===== config.mk =====
export PLATFORM = sky130hd
export DESIGN_NAME = spi_txn_arbiter_flat
export DESIGN_NICKNAME = d
export VERILOG_FILES = /design/src/rtl/spi_txn_arbiter_if.sv /design/src/rtl/spi_txn_arbiter.sv /design/src/flat_wrapper.sv
export SDC_FILE = /design/constraint.sdc
export NUM_CORES = 1
export LEC_CHECK = 0
export BUFFER_PORTS_ARGS = -buffer_cell sky130_fd_sc_hd__clkbuf_2
export CORE_MARGIN = 4
export CORE_UTILIZATION = 43
export DETAILED_ROUTE_END_ITERATION = 8
export GPL_TIMING_DRIVEN = 0
export PLACE_DENSITY = 0.8
export SLEW_MARGIN = 30
export SYNTH_ARGS = -nofsm -noshare
export SYNTH_HDL_FRONTEND = slang
export SYNTH_SLANG_ARGS = --single-unit

===== constraint.sdc =====
create_clock -name clk -period 1.9 [get_ports clk]
set_input_delay 0.38 -clock clk [delete_from_list [all_inputs] [get_ports clk]]
set_output_delay 0.38 -clock clk [all_outputs]
set_load 0.005 [all_outputs]

===== src/rtl/spi_txn_arbiter_if.sv =====
// Requester-side and byte-engine-side signals of the SPI transaction arbiter.
// The slave modport is the arbiter's view. The master modport is the requester/engine view.
interface spi_txn_arbiter_if #(
  parameter int N_REQ = 4
);
  logic [N_REQ-1:0]   req;
  logic [N_REQ*8-1:0] tx_data;
  logic [N_REQ-1:0]   tx_last;
  logic [N_REQ-1:0]   tx_valid;
  logic [N_REQ-1:0]   tx_ready;
  logic [7:0]         rx_data;
  logic [N_REQ-1:0]   rx_valid;
  logic [N_REQ-1:0]   grant;
  logic               busy;
  logic               eng_start;
  logic [7:0]         eng_tx;
  logic               eng_done;
  logic [7:0]         eng_rx;
  logic [N_REQ-1:0]   cs_n;

  modport slave (
    input  req, tx_data, tx_last, tx_valid, eng_done, eng_rx,
    output tx_ready, rx_data, rx_valid, grant, busy, eng_start, eng_tx, cs_n
  );

  modport master (
    output req, tx_data, tx_last, tx_valid, eng_done, eng_rx,
    input  tx_ready, rx_data, rx_valid, grant, busy, eng_start, eng_tx, cs_n
  );
endinterface


===== src/rtl/spi_txn_arbiter.sv =====
// Round-robin arbiter that lets N_REQ requesters share one SPI byte engine.
// Latency: chip select is asserted 1 cycle after a request. The owner is stalled via tx_ready; there is no preemption.
module spi_txn_arbiter #(
  parameter int N_REQ     = 4,
  parameter int SETUP_CYC = 2,
  parameter int GAP_CYC   = 2
) (
  input  logic clk,
  input  logic rst,
  spi_txn_arbiter_if.slave bus
);

  localparam int PW = (N_REQ > 1) ? $clog2(N_REQ) : 1;

  typedef enum logic [2:0] {IDLE, SETUP, XFER, WAIT, GAP} state_t;

  state_t           state, state_nxt;
  logic [PW-1:0]    rr_ptr, owner, winner;
  logic [PW:0]      idx_w;
  logic             found;
  logic [7:0]       cnt;
  logic             last_q;
  logic [7:0]       eng_tx_q, rx_data_q;
  logic             eng_start_q;
  logic [N_REQ-1:0] rx_valid_q;
  logic [N_REQ-1:0] own_oh;
  logic [7:0]       own_dat;
  logic             own_last, own_req, own_vld, hs;

  // Rotating priority: the first requester at or above rr_ptr wins, with wrap-around.
  always_comb begin
    winner = rr_ptr;
    found  = 1'b0;
    idx_w  = '0;
    for (int k = 0; k < N_REQ; k++) begin
      idx_w = {1'b0, rr_ptr} + (PW+1)'(k);
      if (idx_w >= (PW+1)'(N_REQ)) idx_w = idx_w - (PW+1)'(N_REQ);
      if (!found && bus.req[idx_w[PW-1:0]]) begin
        found  = 1'b1;
        winner = idx_w[PW-1:0];
      end
    end
  end

  always_comb begin
    own_oh   = '0;
    own_dat  = '0;
    own_last = 1'b0;
    own_req  = 1'b0;
    own_vld  = 1'b0;
    for (int i = 0; i < N_REQ; i++) begin
      if (owner == PW'(i)) begin
        own_oh[i] = 1'b1;
        own_dat   = bus.tx_data[i*8 +: 8];
        own_last  = bus.tx_last[i];
        own_req   = bus.req[i];
        own_vld   = bus.tx_valid[i];
      end
    end
  end

  assign hs = (state == XFER) && own_vld;

  always_ff @(posedge clk) begin
    if (rst) state <= IDLE;
    else     state <= state_nxt;
  end

  // A handshake in XFER wins over a dropped request. Once a byte is launched it always completes.
  always_comb begin
    state_nxt = state;
    unique case (state)
      IDLE:    if (|bus.req) state_nxt = SETUP;
      SETUP:   if (!own_req) state_nxt = GAP;
               else if (cnt == 8'd0) state_nxt = XFER;
      XFER:    if (hs) state_nxt = WAIT;
               else if (!own_req) state_nxt = GAP;
      WAIT:    if (bus.eng_done) state_nxt = (last_q || !own_req) ? GAP : XFER;
      GAP:     if (cnt == 8'd0) state_nxt = IDLE;
      default: state_nxt = IDLE;
    endcase
  end

  always_ff @(posedge clk) begin
    if (rst) begin
      rr_ptr      <= '0;
      owner       <= '0;
      cnt         <= '0;
      last_q      <= 1'b0;
      eng_tx_q    <= '0;
      rx_data_q   <= '0;
      rx_valid_q  <= '0;
      eng_start_q <= 1'b0;
    end else begin
      eng_start_q <= hs;
      rx_valid_q  <= '0;
      if (state == IDLE && found) owner <= winner;
      if (hs) begin
        eng_tx_q <= own_dat;
        last_q   <= own_last;
      end
      if (state == WAIT && bus.eng_done) begin
        rx_data_q  <= bus.eng_rx;
        rx_valid_q <= own_oh;
      end
      if (state_nxt == GAP && state != GAP) begin
        cnt    <= 8'(GAP_CYC - 1);
        rr_ptr <= (owner == PW'(N_REQ - 1)) ? '0 : owner + 1'b1;
      end else if (state_nxt == SETUP && state == IDLE) begin
        cnt <= 8'(SETUP_CYC - 1);
      end else if (cnt != 8'd0) begin
        cnt <= cnt - 8'd1;
      end
    end
  end

  always_comb begin
    bus.grant     = (state == SETUP || state == XFER || state == WAIT) ? own_oh : '0;
    bus.cs_n      = ~bus.grant;
    bus.tx_ready  = (state == XFER) ? own_oh : '0;
    bus.busy      = (state != IDLE);
    bus.eng_start = eng_start_q;
    bus.eng_tx    = eng_tx_q;
    bus.rx_data   = rx_data_q;
    bus.rx_valid  = rx_valid_q;
  end

endmodule


===== src/flat_wrapper.sv =====
// flat-port wrapper written by rule: the top's interface ports become plain ports
module spi_txn_arbiter_flat 
#(
  parameter int N_REQ     = 4,
  parameter int SETUP_CYC = 2,
  parameter int GAP_CYC   = 2
)
  (clk, rst, bus_req, bus_tx_data, bus_tx_last, bus_tx_valid, bus_eng_done, bus_eng_rx, bus_tx_ready, bus_rx_data, bus_rx_valid, bus_grant, bus_busy, bus_eng_start, bus_eng_tx, bus_cs_n);
  spi_txn_arbiter_if #(.N_REQ(N_REQ)) bus_i ();
  input  logic clk;
  input  logic rst;
  input wire logic [$bits(bus_i.req)-1:0] bus_req;
  input wire logic [$bits(bus_i.tx_data)-1:0] bus_tx_data;
  input wire logic [$bits(bus_i.tx_last)-1:0] bus_tx_last;
  input wire logic [$bits(bus_i.tx_valid)-1:0] bus_tx_valid;
  input wire logic [$bits(bus_i.eng_done)-1:0] bus_eng_done;
  input wire logic [$bits(bus_i.eng_rx)-1:0] bus_eng_rx;
  output wire logic [$bits(bus_i.tx_ready)-1:0] bus_tx_ready;
  output wire logic [$bits(bus_i.rx_data)-1:0] bus_rx_data;
  output wire logic [$bits(bus_i.rx_valid)-1:0] bus_rx_valid;
  output wire logic [$bits(bus_i.grant)-1:0] bus_grant;
  output wire logic [$bits(bus_i.busy)-1:0] bus_busy;
  output wire logic [$bits(bus_i.eng_start)-1:0] bus_eng_start;
  output wire logic [$bits(bus_i.eng_tx)-1:0] bus_eng_tx;
  output wire logic [$bits(bus_i.cs_n)-1:0] bus_cs_n;
  assign bus_i.req = bus_req;
  assign bus_i.tx_data = bus_tx_data;
  assign bus_i.tx_last = bus_tx_last;
  assign bus_i.tx_valid = bus_tx_valid;
  assign bus_i.eng_done = bus_eng_done;
  assign bus_i.eng_rx = bus_eng_rx;
  assign bus_tx_ready = bus_i.tx_ready;
  assign bus_rx_data = bus_i.rx_data;
  assign bus_rx_valid = bus_i.rx_valid;
  assign bus_grant = bus_i.grant;
  assign bus_busy = bus_i.busy;
  assign bus_eng_start = bus_i.eng_start;
  assign bus_eng_tx = bus_i.eng_tx;
  assign bus_cs_n = bus_i.cs_n;
  spi_txn_arbiter #(.N_REQ(N_REQ), .SETUP_CYC(SETUP_CYC), .GAP_CYC(GAP_CYC)) u_core (.clk(clk), .rst(rst), .bus(bus_i));
endmodule

==> flow_summary.toml, run 1 <==
[drt]
ant_nets = 0
viasPerCell = 5.75
dr.first_iter.drc_count = 184
wl_per_cell_microns = 16.5
vias = 2451
dr.pass1.iters = 5
wirelength_mm = 7.02
drc = 0

[floorplan]
die_area_sq_um = 6020
rows = 25
io_pins = 89
die_w_microns = 77.6
die_y_microns = 77.6
start_util_pct = 44.4
core_sq_um = 4690

[power]
seq_power_share_pct = 25.4
p_int_uw = 2600
power.density_nw_per_um2 = 1430
power_frac_comb_pct = 59.7
p_total_uw = 4480
netSwitchingPower_uw = 1880
power_leakage_uw = 0.00139
ir_worst_vdd_mv = 0.964
clkPwrFrac_pct = 14.9
swShare_pct = 42.0

[yosys]
synth_top_family_by_area = "simple AND/OR/NAND/NOR gates"
synth_warnings = 0
synth_area_leaders = "dfxtp_1, nor2b_1, a21oi_1"
synth_area_leader_cell = "dfxtp_1"
syn_inst = 262
yosys.area_share.xor_xnor_pct = 1.26
ys_seq_elements = 37
synth_fa_ha_area_share_pct = 3.00
syn_area_per_cell_sq_um = 7.95
yosys.cell_types.count = 43
muxShareOfSynthArea_pct = 1.98
yosysSeqAreaShare_pct = 35.6
synthSimpleGateAreaFrac_pct = 29.9
synth_compound_area_share_pct = 22.4
synth.top_cell.area_share_pct = 35.6
syn_area_sq_um = 2080
synth_nets = 322

[finish]
n_antenna_cell = 0
final_layout_size_suffix_gt1_share_pct = 45.4
area_growth_pct = 50.2
multi_input_area_sq_um = 1430
fin_util_pct = 66.7
fillers = 354
regArea_sq_um = 753
layout.nets = 432

[global_routing]
grt_max_degree = 12
grt_pass1_wl_mm = 10.4
first_global_vias = 2264
grt_antenna_before_repair = 0
gr-total-overflow = 0
track_usage_pct = 21.5

[clocking]
clkLatencyLatePin_ns = 0.30
root_buffer = "clkbuf_8"
cts_max_level = 2
cts_tree = "built"
clockBufferDepth = 2
path_clk_slew_ns = 0.07
cts_made_buffers = 5
clock_sinks = 37

[timing]
min_period_ns = 2.03
setup_slack_ns = -0.128
finalCritPeriodShare_pct = 107
skew_ns = 0.00541
tightest_slew_ns = 0.711
rsz0062_at_grt = "true"
hold_viol_final = 0
max_freq_ghz = 0.493
slew_headroom_pct = 52.1
maxSlewViolCount = 0
setup_viol = 20

[worst_setup_path]
cp_max_fo = 5
critPathArrivalTime_ns = 2.24
worstPathRequired_ns = 2.11
worst_setup_path_start_kind = "flip-flop"
end_kind = "flip-flop"
crit_type = "reg -> reg"

[worst_hold_path]
hold_path.class = "in -> reg"

[place]
place_congestion = 0.887
place_hpwl_mm = 4.31
io_buffers = 87

[run_status]
status = "finished, violations left"
violations = "setup timing"

[flow_run]
drv_cap = 0
==> synthesized netlist by cell type, drive strengths merged <==
cell	number
a221oi	12
nor3	13
xnor2	3
and2b	1
mux2i	3
nor4	4
inv	14
o211ai	1
o21ba	1
nand3b	3
o221ai	1
a21oi	24
a211oi	12
nand2	28
and2	9
a31o	1
o41ai	1
nor4b	1
nor2b	21
ha	5
o22ai	1
o21a	2
dfxtp	37
nand2b	6
and3	3
nand3	4
or3	1
o31a	2
mux2	1
or4b	1
clkbuf	12
buf	4
o21ai	2
a211o	1
a31oi	1
a2111oi	1
nor2	23
o31ai	2
==> worst max-delay path, stage by stage, from the launching register on <==
cell	delay [ns]
dfxtp_4	0.39
inv_4	0.06
ha_4	0.18
nand3b_1	0.17
a221oi_2	0.38
buf_4	0.18
o21a_4	0.19
buf_8	0.14
nor2_2	0.04
a211oi_2	0.20
==> worst paths after layout <==
kind	startpoint	endpoint	slack [ns]	cells past startpoint
worst min-delay path	bus_eng_rx[4]	u_core.bus.rx_data[4]	0.30	3
worst max-delay path	u_core.owner[1]	u_core.bus.eng_tx[1]	-0.13	9
worst min register to register	u_core.bus.rx_data[5]	u_core.bus.rx_data[5]	0.46	2
worst max register to register	u_core.owner[1]	u_core.bus.eng_tx[1]	-0.13	9
==> layout make-up <==
class,instances,share of cell area [%]
tap,54,2.16
sequential,37,24.1
clock inverter,2,1.12
timing repair buffer,106,19.6
clock buffer,5,2.20
inverter,14,1.84
buffer,13,3.44
multi-input combinational,195,45.6
==> power groups by stage <==
stage	logic, uW	clock network [uW]	registers (uW)
3_5_place_dp	1770	0	1080
6_report	2670	669	1140
5_1_grt	2850	712	1160
3_3_place_gp	1730	0	1080
2_1_floorplan	1340	0	1050
4_1_cts	2260	667	1110
==> flip-flops by register name (all words and copies together) (netlist names) <==
signal / cells
u_core.bus.eng_start: 1
u_core.bus.eng_tx: 8
u_core.bus.rx_data: 8
u_core.bus.rx_valid: 4
u_core.cnt: 8
u_core.last_q: 1
u_core.owner: 2
u_core.rr_ptr: 2
u_core.state: 3
==> metrics by stage <==
stage	setup slack [ns]	hold WS [ns]	setup TNS, ns	area, sq um	instances
2_1_floorplan	0.00488	0.453	0	2100	262
3_3_place_gp	-0.300	0.443	-4.73	2600	403
3_5_place_dp	-0.344	0.447	-5.67	2600	403
4_1_cts	-0.0764	0.298	-0.256	2970	422
5_1_grt	-0.175	0.309	-2.11	3130	426
6_report	-0.128	0.300	-1.25	3130	426
==> cell families after synthesis <==
kind of cell | after synthesis
AND/OR/NAND/NOR | 118
flip-flops | 37
XOR/XNOR | 3
adder cells (fa/ha/maj) | 5
AO/OA/AOI/OAI | 65
multiplexers | 4
buffers and inverters | 30
==> cells in the final DEF (no fill, tap or decap), types with 5 or more instances in the layout <==
cell type	count
nand2b_1	6
and2_1	9
inv_1	10
a21oi_1	22
a211oi_1	5
nor3_1	11
clkbuf_2	87
nor2_1	18
dfxtp_1	31
nand2_1	28
nor2b_1	21
a211oi_2	7
a221oi_1	10
buf_4	17
clkbuf_8	5
==> what timing repair did <==
action                                  4_1_cts  5_1_grt
pin swaps                                    21        9
gates resized for setup                      47       31
cloned                                        1        2
hold buffers                                  0        0
setup buffers                                11        6
endpoints found under the setup margin       35       35
==> layer usage <==
| layer | global-route usage, % | vias up | part of all wire [%] |
|---|---|---|---|
| met5 | 0 | - | 0 |
| met4 | 13.3 | 0 | 2.4 |
| met3 | 4.18 | 18 | 7.6 |
| met2 | 35.4 | 142 | 50 |
| met1 | 25.6 | 1145 | 40 |
| li1 | - | 1146 | - |
No activity file was read; power rests on OpenSTA's default activity.
==> run 2: changes to the inputs <==
--- a/config.mk
+++ b/config.mk
@@ -6,7 +6,7 @@
 export NUM_CORES = 1
 export LEC_CHECK = 0
 export BUFFER_PORTS_ARGS = -buffer_cell sky130_fd_sc_hd__clkbuf_2
-export CORE_MARGIN = 4
+export CORE_MARGIN = 8
 export CORE_UTILIZATION = 43
 export DETAILED_ROUTE_END_ITERATION = 8
 export GPL_TIMING_DRIVEN = 0
==> flow_summary.toml, run 2 (synthesis results as in run 1) <==
[worst_setup_path]
cp_max_fo = 5
ff2ff_setup_slack_ns = -0.22
end_kind = "flip-flop"
worstPathRequired_ns = 2.10
worst_setup_path_start_kind = "flip-flop"
r2r-start = "u_core.owner[1]"
startpoint = "u_core.owner[1]"
critPathArrivalTime_ns = 2.32
crit_type = "reg -> reg"
rr_worst_depth = 9

[power]
p_int_uw = 2830
swShare_pct = 42.0
seq_power_share_pct = 23.7
power.density_nw_per_um2 = 1440
power_leakage_uw = 0.00151
clkPwrFrac_pct = 15.0
ir_worst_vdd_mv = 0.811
netSwitchingPower_uw = 2050
p_total_uw = 4880
power_frac_comb_pct = 61.3

[place]
io_buffers = 87
dp_cells = 403
place_ws_ns = -0.320
place_congestion = 0.817
place_hpwl_mm = 4.62

[clocking]
clockBufferDepth = 2
path_clk_slew_ns = 0.09
clock_sinks = 37
cts_hold_buf = 0
cts_tree = "built"
cts_made_buffers = 5
root_buffer = "clkbuf_8"
clkLatencyLatePin_ns = 0.30
cts_max_level = 2

[finish]
instances_no_fill = 441
multi_input_area_sq_um = 1480
layout_commonest_cell = "clkbuf_2"
layout.nets = 446
layout_common_cells = "clkbuf_2, dfxtp_1, nand2_1"
fillers = 310
regArea_sq_um = 752
area_growth_pct = 62.5
n_antenna_cell = 0
final_layout_size_suffix_gt1_share_pct = 49.4

[timing]
maxSlewViolCount = 0
fin_tns_setup_ns = -3.14
whs_ns = 0.302
setup_viol = 32
finalCritPeriodShare_pct = 111
slew_headroom_pct = 46.9
min_period_ns = 2.12
max_freq_ghz = 0.472
rsz0062_at_grt = "true"
setup_slack_ns = -0.217
tightest_slew_ns = 0.787
hold_viol_final = 0
skew_ns = 0.0110

[worst_hold_path]
hold_depth = 3
hold_path.class = "in -> reg"
hp-start = "bus_eng_rx[5]"

[global_routing]
grt_max_degree = 13
grt_pass1_wl_mm = 10.7
gr-total-overflow = 0
track_usage_pct = 18.1
first_global_vias = 2237
grt_antenna_before_repair = 0

[drt]
wirelength_mm = 8.62
dr.pass1.iters = 5
drc = 0
vias = 2600
ant_nets = 0
viasPerCell = 5.90
dr.first_iter.drc_count = 207
wl_per_cell_microns = 19.5

[floorplan]
io_pins = 89
die_y_microns = 85.6
start_util_pct = 44.4
die_w_microns = 85.6
rows = 25
core_sq_um = 4690
die_area_sq_um = 7320

[run_status]
status = "finished, violations left"
violations = "setup timing"

[flow_run]
drv_cap = 0
==> run 2: cell count changes in the layout (fill, tap and decap cells not counted), sizes merged <==
cell | previous run | this run
buf | 24 | 36
clkbuf | 100 | 103
clkinv | 1 | 0
clkinvlp | 0 | 1
==> run 2: worst paths after layout <==
path / endpoint
max: u_core.cnt[2]
min: u_core.bus.rx_data[5]
max reg2reg: u_core.cnt[2]
min reg2reg: u_core.bus.rx_data[5]
==> run 2: area by class of cell <==
type                       instances  area share [%]
clock inverter                     2            1.11
tap                               54            2.00
timing repair buffer             117            22.1
clock buffer                       6            2.44
sequential                        37            22.2
buffer                            16            4.62
multi-input combinational        195            43.8
inverter                          14            1.70
==> run 2: per-stage QoR <==
step           instance area (sq um)  utilization (%)
5_1_grt                         3380             72.1
3_3_place_gp                    2600             55.4
6_report                        3380             72.1
2_1_floorplan                   2100                -
4_1_cts                         2960             63.1
3_5_place_dp                    2600             55.4
==> run 2: what timing repair did <==
item,4_1_cts,5_1_grt
pin swaps,9,17
cloned,1,3
setup buffers,13,13
endpoints found under the setup margin,35,37
resized for setup,42,61
==> run 2: critical path, cell delays in order, from the launching register on <==
cell	delay, ns
dfxtp_4	0.41
inv_4	0.05
ha_4	0.18
nand3b_1	0.20
a221oi_4	0.32
a211o_1	0.22
a221oi_4	0.10
buf_4	0.16
buf_6	0.12
nor4_4	0.25
==> run 2: per-layer routing <==
| metal | GRT usage (%) | routed length (microns) | vias up |
|---|---|---|---|
| met1 | 21.2 | 3320 | 1220 |
| met2 | 30.7 | 4220 | 161 |
| met4 | 5.89 | 395 | 0 |
| met3 | 5.25 | 680 | 40 |
| li1 | - | - | 1179 |
| met5 | 0 | 0 | - |
==> run 2: power by group through the flow <==
stage / registers (uW) / clock network, uW / logic (uW)
after floorplan: 1050 / 0 / 1340
after global placement: 1080 / 0 / 1730
after detailed placement: 1080 / 0 / 1760
after CTS: 1100 / 719 / 2210
after global routing: 1170 / 771 / 3160
final: 1150 / 733 / 2990
